===== src/rtl/score_vector_packer_if.sv =====
// Class-score bus bundle: accumulator stream in, packed score vector out.
// Carries the acc valid/ready stream, the frame abort and the vector valid/ready handshake.
// The master modport is the producer/consumer environment; the slave modport is the packer.
interface score_vector_packer_if #(
  parameter int NUM_CLASSES = 10,
  parameter int ACC_W       = 20,
  parameter int OUT_W       = 8
);
  logic [ACC_W-1:0]             acc_in;
  logic                         acc_valid;
  logic                         acc_ready;
  logic                         abort;
  logic [NUM_CLASSES*OUT_W-1:0] scores_out;
  logic                         vec_valid;
  logic                         vec_ready;
  logic                         sat_flag;

  modport master (
    output acc_in, acc_valid, abort, vec_ready,
    input  acc_ready, scores_out, vec_valid, sat_flag
  );

  modport slave (
    input  acc_in, acc_valid, abort, vec_ready,
    output acc_ready, scores_out, vec_valid, sat_flag
  );
endinterface


===== src/rtl/score_vector_packer.sv =====
// Purpose: requantizes NUM_CLASSES signed accumulators to 8-bit scores and presents them as one vector.
// Latency: 1 clk from the last accumulator accept to vec_valid.
// Backpressure: acc_ready is held low while a vector waits for vec_ready (and in the handshake cycle).
// Ports: clk, rst_n (async, active low); bus.slave carries acc_in/acc_valid/acc_ready, abort,
//   scores_out (lane k at [k*OUT_W +: OUT_W]), vec_valid/vec_ready and sat_flag.
module score_vector_packer #(
  parameter int NUM_CLASSES = 10,
  parameter int ACC_W       = 20,
  parameter int OUT_W       = 8,
  parameter int SHIFT       = 8
) (
  input  logic                  clk,
  input  logic                  rst_n,
  score_vector_packer_if.slave  bus
);
  localparam int IDX_W = $clog2(NUM_CLASSES);
  localparam logic [IDX_W-1:0] LAST_IDX = IDX_W'(NUM_CLASSES - 1);
  localparam logic signed [ACC_W-1:0] MAX_Q = ACC_W'((1 << OUT_W) - 1);

  typedef enum logic {COLLECT, HOLD} state_t;

  state_t                       state, state_nxt;
  logic [IDX_W-1:0]             idx;
  logic [NUM_CLASSES*OUT_W-1:0] scores_q;
  logic                         sat_q;
  logic                         acc_rdy, vec_vld, accept;

  logic signed [ACC_W-1:0]      q;
  logic [OUT_W-1:0]             req_lane;
  logic                         req_sat;

  // Requantize: arithmetic shift, negative results clamp to zero (ReLU, not
  // saturation), results above the lane range saturate and raise the flag.
  always_comb begin
    q        = $signed(bus.acc_in) >>> SHIFT;
    req_lane = '0;
    req_sat  = 1'b0;
    if (q < 0) begin
      req_lane = '0;
    end else if (q > MAX_Q) begin
      req_lane = '1;
      req_sat  = 1'b1;
    end else begin
      req_lane = q[OUT_W-1:0];
    end
  end

  always_ff @(posedge clk or negedge rst_n) begin
    if (!rst_n) state <= COLLECT;
    else        state <= state_nxt;
  end

  always_comb begin
    state_nxt = state;
    acc_rdy   = (state == COLLECT);
    vec_vld   = (state == HOLD);
    // Abort wins over everything, including an accept in the same cycle.
    accept    = acc_rdy && bus.acc_valid && !bus.abort;
    if (bus.abort) begin
      state_nxt = COLLECT;
    end else begin
      case (state)
        COLLECT: if (accept && idx == LAST_IDX) state_nxt = HOLD;
        HOLD:    if (bus.vec_ready)             state_nxt = COLLECT;
        default:                                state_nxt = COLLECT;
      endcase
    end
  end

  always_ff @(posedge clk or negedge rst_n) begin
    if (!rst_n) begin
      idx      <= '0;
      scores_q <= '0;
      sat_q    <= 1'b0;
    end else if (bus.abort) begin
      // Lanes keep stale data; nothing exposes them until a full new frame lands.
      idx   <= '0;
      sat_q <= 1'b0;
    end else if (accept) begin
      scores_q[idx*OUT_W +: OUT_W] <= req_lane;
      idx <= (idx == LAST_IDX) ? '0 : idx + IDX_W'(1);
      // The previous vector's flag stays visible until the next frame's first accept.
      sat_q <= (idx == '0) ? req_sat : (sat_q | req_sat);
    end
  end

  assign bus.acc_ready  = acc_rdy;
  assign bus.vec_valid  = vec_vld;
  assign bus.scores_out = scores_q;
  assign bus.sat_flag   = sat_q;
endmodule


===== src/flat_wrapper.sv =====
// flat-port wrapper written by rule: the top's interface ports become plain ports
module score_vector_packer_flat 
#(
  parameter int NUM_CLASSES = 10,
  parameter int ACC_W       = 20,
  parameter int OUT_W       = 8,
  parameter int SHIFT       = 8
)
  (clk, rst_n, bus_acc_in, bus_acc_valid, bus_abort, bus_vec_ready, bus_acc_ready, bus_scores_out, bus_vec_valid, bus_sat_flag);
  score_vector_packer_if #(.NUM_CLASSES(NUM_CLASSES), .ACC_W(ACC_W), .OUT_W(OUT_W)) bus_i ();
  input  logic clk;
  input  logic rst_n;
  input wire logic [$bits(bus_i.acc_in)-1:0] bus_acc_in;
  input wire logic [$bits(bus_i.acc_valid)-1:0] bus_acc_valid;
  input wire logic [$bits(bus_i.abort)-1:0] bus_abort;
  input wire logic [$bits(bus_i.vec_ready)-1:0] bus_vec_ready;
  output wire logic [$bits(bus_i.acc_ready)-1:0] bus_acc_ready;
  output wire logic [$bits(bus_i.scores_out)-1:0] bus_scores_out;
  output wire logic [$bits(bus_i.vec_valid)-1:0] bus_vec_valid;
  output wire logic [$bits(bus_i.sat_flag)-1:0] bus_sat_flag;
  assign bus_i.acc_in = bus_acc_in;
  assign bus_i.acc_valid = bus_acc_valid;
  assign bus_i.abort = bus_abort;
  assign bus_i.vec_ready = bus_vec_ready;
  assign bus_acc_ready = bus_i.acc_ready;
  assign bus_scores_out = bus_i.scores_out;
  assign bus_vec_valid = bus_i.vec_valid;
  assign bus_sat_flag = bus_i.sat_flag;
  score_vector_packer #(.NUM_CLASSES(NUM_CLASSES), .ACC_W(ACC_W), .OUT_W(OUT_W), .SHIFT(SHIFT)) u_core (.clk(clk), .rst_n(rst_n), .bus(bus_i));
endmodule

===== config.mk =====
export PLATFORM = sky130hd
export DESIGN_NAME = score_vector_packer_flat
export DESIGN_NICKNAME = d
export VERILOG_FILES = /design/src/rtl/score_vector_packer_if.sv /design/src/rtl/score_vector_packer.sv /design/src/flat_wrapper.sv
export SDC_FILE = /design/constraint.sdc
export NUM_CORES = 1
export LEC_CHECK = 0
export CAP_MARGIN = 10
export CORE_ASPECT_RATIO = 1.1
export CORE_MARGIN = 2
export CORE_UTILIZATION = 51
export DETAILED_ROUTE_END_ITERATION = 16
export PLACE_DENSITY = 0.85
export SLEW_MARGIN = 15
export SYNTH_ARGS = -nofsm -noshare
export SYNTH_HDL_FRONTEND = slang
export SYNTH_SLANG_ARGS = --single-unit

===== constraint.sdc =====
create_clock -name clk -period 4.2 [get_ports clk]
set_input_delay 0.42 -clock clk [delete_from_list [all_inputs] [get_ports clk]]
set_output_delay 0.42 -clock clk [all_outputs]
set_load 0.02 [all_outputs]

==> run summary <==
The HPWL after detailed placement is 6180 microns. The fraction of post-synthesis cell area in the top cell type by area was 0.574; the maximum number of pins on one net before global-route repair was 87. The later pin in the worst-skew pair is clocked with a latency of 0.35 ns. The number of setup buffers added after CTS is 0. In this run, the number of DRC markers left after iteration 0 of detailed routing was 165. The run gives 1.43 ns as the worst setup slack before clock tree synthesis. The run gives 0 as the post-cts repair resize count.

The kind of end point of the critical path is a flop. The run gives 108 as the number of top-level pins. The number of antenna diodes in the final layout is 0. VDD sags by at most 263 uV. The most used flip-flop cell after synthesis is dfrtp_1. The run gives 32 as the count of standard-cell rows. The worst hold path belongs to the class in -> async. The H-tree was split into 3 levels. The run finished, with violations left. The final total negative setup slack was 0 ns; the filler cell count was 477. The run gives 2655 as the via count of the first global-routing pass. The post-synthesis sequential area ratio is 0.574.

For the endpoint required time on the critical path, the log shows 4.43 ns. The tools report the cell leakage power as 0.00235 uW. The vias after detailed routing was 2601. The logs give 0.529 for the initial core utilization and 37 for the distinct cell type count of the synthesized netlist. The final layout contains 405 nets. In the routed layout, each cell is associated on average with a via count of 5.58. The initial antenna violation count is 0. The run gives 0.00375 sq mm as the post-synthesis instance area. The run gives 0.355 GHz as the achievable clock frequency. Commonest non-fill, non-tap cell in the layout: clkdlybuf4s50_1. Setup repair after global routing left no endpoint under its margin. The floorplan step set the die width to 85.7 microns.

The max-slew violation total from the final report is 0. The routed design uses 664 microns of met3 wire. The tools report the wire length on met2 as 3980 microns. dfrtp_1 takes more of the synthesized area than any other cell. Summing all non-filler instances in the final layout gives an area of 0.00499 sq mm. Setup violations remaining at the end of the flow were counted as 0. For the worst-case headroom to the max-slew limit, the log shows 0.480.

Yosys attributes the largest share of cell area to dfrtp_1, mux2_2, mux2_4. The power per cell area is 347 mW/mm^2. No sink is reached through more buffers than the 2 on the longest clock path. Signal routing reaches up to met4.

The measured slew at the worst slew-check pin was 0.779 ns; the post-layout worst setup margin was 1.38 ns. Synthesis produced a netlist whose cell count is 279. The fraction of final layout cells with drive strength greater than 1 is 0.255.

The tools report the placed cell area as 0.00478 sq mm. Counting every sink on the clock net gives 86. For the die area, the log shows 0.00805 sq mm. TritonCTS built the clock tree. Max-cap violations in this run came to 0.

Dividing the detail-routed wire length by the instance count gives 18.5 microns. For the placeable core area, the log shows 0.00709 sq mm. In this run, synthesis produced a sequential element count of 86. The final critical-path share of the clock period was 0.670. The checks that failed: DRC. The global-route wire length before repair is 14000 microns. The worst setup path is of the reg -> reg kind.

The library cells used most frequently in the layout, excluding fill and tap cells, are clkdlybuf4s50_1, dfrtp_1, mux2_2. The detail route stage leaves a number of antenna-violating nets equal to 0. The total routed wirelength is 8630 microns, and the data arrival time of the worst path is 3.04 ns. For the aggregate global-route resource usage, the log shows 0.230. The pre-antenna-repair detailed-routing pass consisted of 10 iterations.

The final weighted congestion of routability-driven global placement is 0.779. The synthesized design contains 0 enable-type register cells. Final clock skew: 0.0126 ns. The run gives 6 as the count of unresolved DRC violations after routing. The clock transition at the registers of the reported paths is 0.09 ns, and the number of buffers created by CTS is 9. Hold repair after CTS inserted 0 buffers. The final number of hold-violating endpoints was 0; the port buffer count was 99.

The tree is rooted in a clkbuf_8. The height of the die is 93.9 microns. The run gives 0 as the count of yosys warnings during synthesis. Synthesis-to-finish area growth: 33.1%. Summed over all layers, the global routing overflow is 0. Maximum fanout along the worst path: 13. STA classifies the critical path startpoint as a flop. The clock period could shrink to 2.82 ns. The detailed-route wire length on metal 1 was 3810 microns.

The tools report the post-synth net total as 308. The fraction of synthesis flops using an asynchronous set or reset pin came out at 1.00. Dividing the synthesized area by the synthesized cell count gives 13.4 sq um.
-- final cells by class --
type / instances / area, sq um / share of cell area
Clock inverter: 6 / 61.3 / 0.0123
Clock buffer: 10 / 138 / 0.0276
Multi-Input combinational cell: 174 / 1520 / 0.304
Tap cell: 85 / 106 / 0.0213
Timing Repair Buffer: 99 / 992 / 0.199
Inverter: 6 / 22.5 / 0.00452
Sequential cell: 86 / 2150 / 0.432
-- metal layers --
| layer | GRT usage | up-vias |
|---|---|---|
| li1 | - | 1182 |
| met1 | 0.307 | 1303 |
| met2 | 0.354 | 99 |
| met3 | 0.0721 | 17 |
| met4 | 0.0820 | 0 |
| met5 | 0 | - |
-- final timing paths --
check | from | to | slack (ns) | cells past startpoint
setup / recovery | u_core.idx[0] | u_core.bus.scores_out[28] | 1.38 | 6
setup reg to reg | u_core.idx[0] | u_core.bus.scores_out[28] | 1.38 | 6
hold / removal | rst_n | u_core.bus.scores_out[72] | 0.09 | 1
hold reg to reg | u_core.bus.scores_out[60] | u_core.bus.scores_out[60] | 0.51 | 1
max in group asynchronous | rst_n | u_core.bus.scores_out[28] | 3.54 | 1
min in group clk | u_core.bus.scores_out[60] | u_core.bus.scores_out[60] | 0.51 | 1
-- where the power goes --
group / total [uW] / switching, uW / internal [uW]
clock network: 577 / 288 / 289
logic: 264 / 143 / 120
registers: 889 / 23.5 / 866
total: 1730 / 455 / 1280
-- cell usage after synthesis (3+ instances only) --
master,n
o41ai_1,8
clkbuf_1,6
dfrtp_1,86
buf_2,7
mux2_2,56
o21ai_0,9
nand2b_1,3
nand2_1,3
ha_1,4
nor2_1,38
mux2_4,16
or3_1,6
inv_1,6
-- state kept, by name, summed over array words and instances (netlist names) --
| register | cells |
|---|---|
| u_core.bus.vec_valid | 1 |
| u_core.bus.scores_out | 80 |
| u_core.idx | 4 |
| u_core.bus.sat_flag | 1 |
-- critical path, stage by stage (launching register included) --
cell      delay (ns)
dfrtp_1         0.50
inv_1           0.13
ha_1            0.27
or3b_1          0.43
nand3b_1        0.47
or3_1           0.52
mux2_2          0.39
-- logic make-up after synthesis --
family / Yosys count / synth area share
DFF: 86 / 0.574
AOI/OAI and AO/OA: 27 / 0.0534
and+or+nand+nor: 68 / 0.0975
adders and majority gates: 4 / 0.0134
buffers and inverters: 19 / 0.0214
muxes: 73 / 0.235
xor gates and xnor gates: 2 / 0.00468
-- per-stage QoR --
step | cells | hold slack, ns | utilization | power [uW]
detailed placement | 450 | 0.479 | 0.675 | 1170
global placement | 450 | 0.469 | 0.675 | 1160
global route | 466 | 0.188 | 0.704 | 1800
finish | 466 | 0.0907 | 0.704 | 1730
CTS | 466 | 0.296 | 0.703 | 1740
floorplan | 279 | 0.124 | - | 1030
No activity file was read; power rests on OpenSTA's default activity.
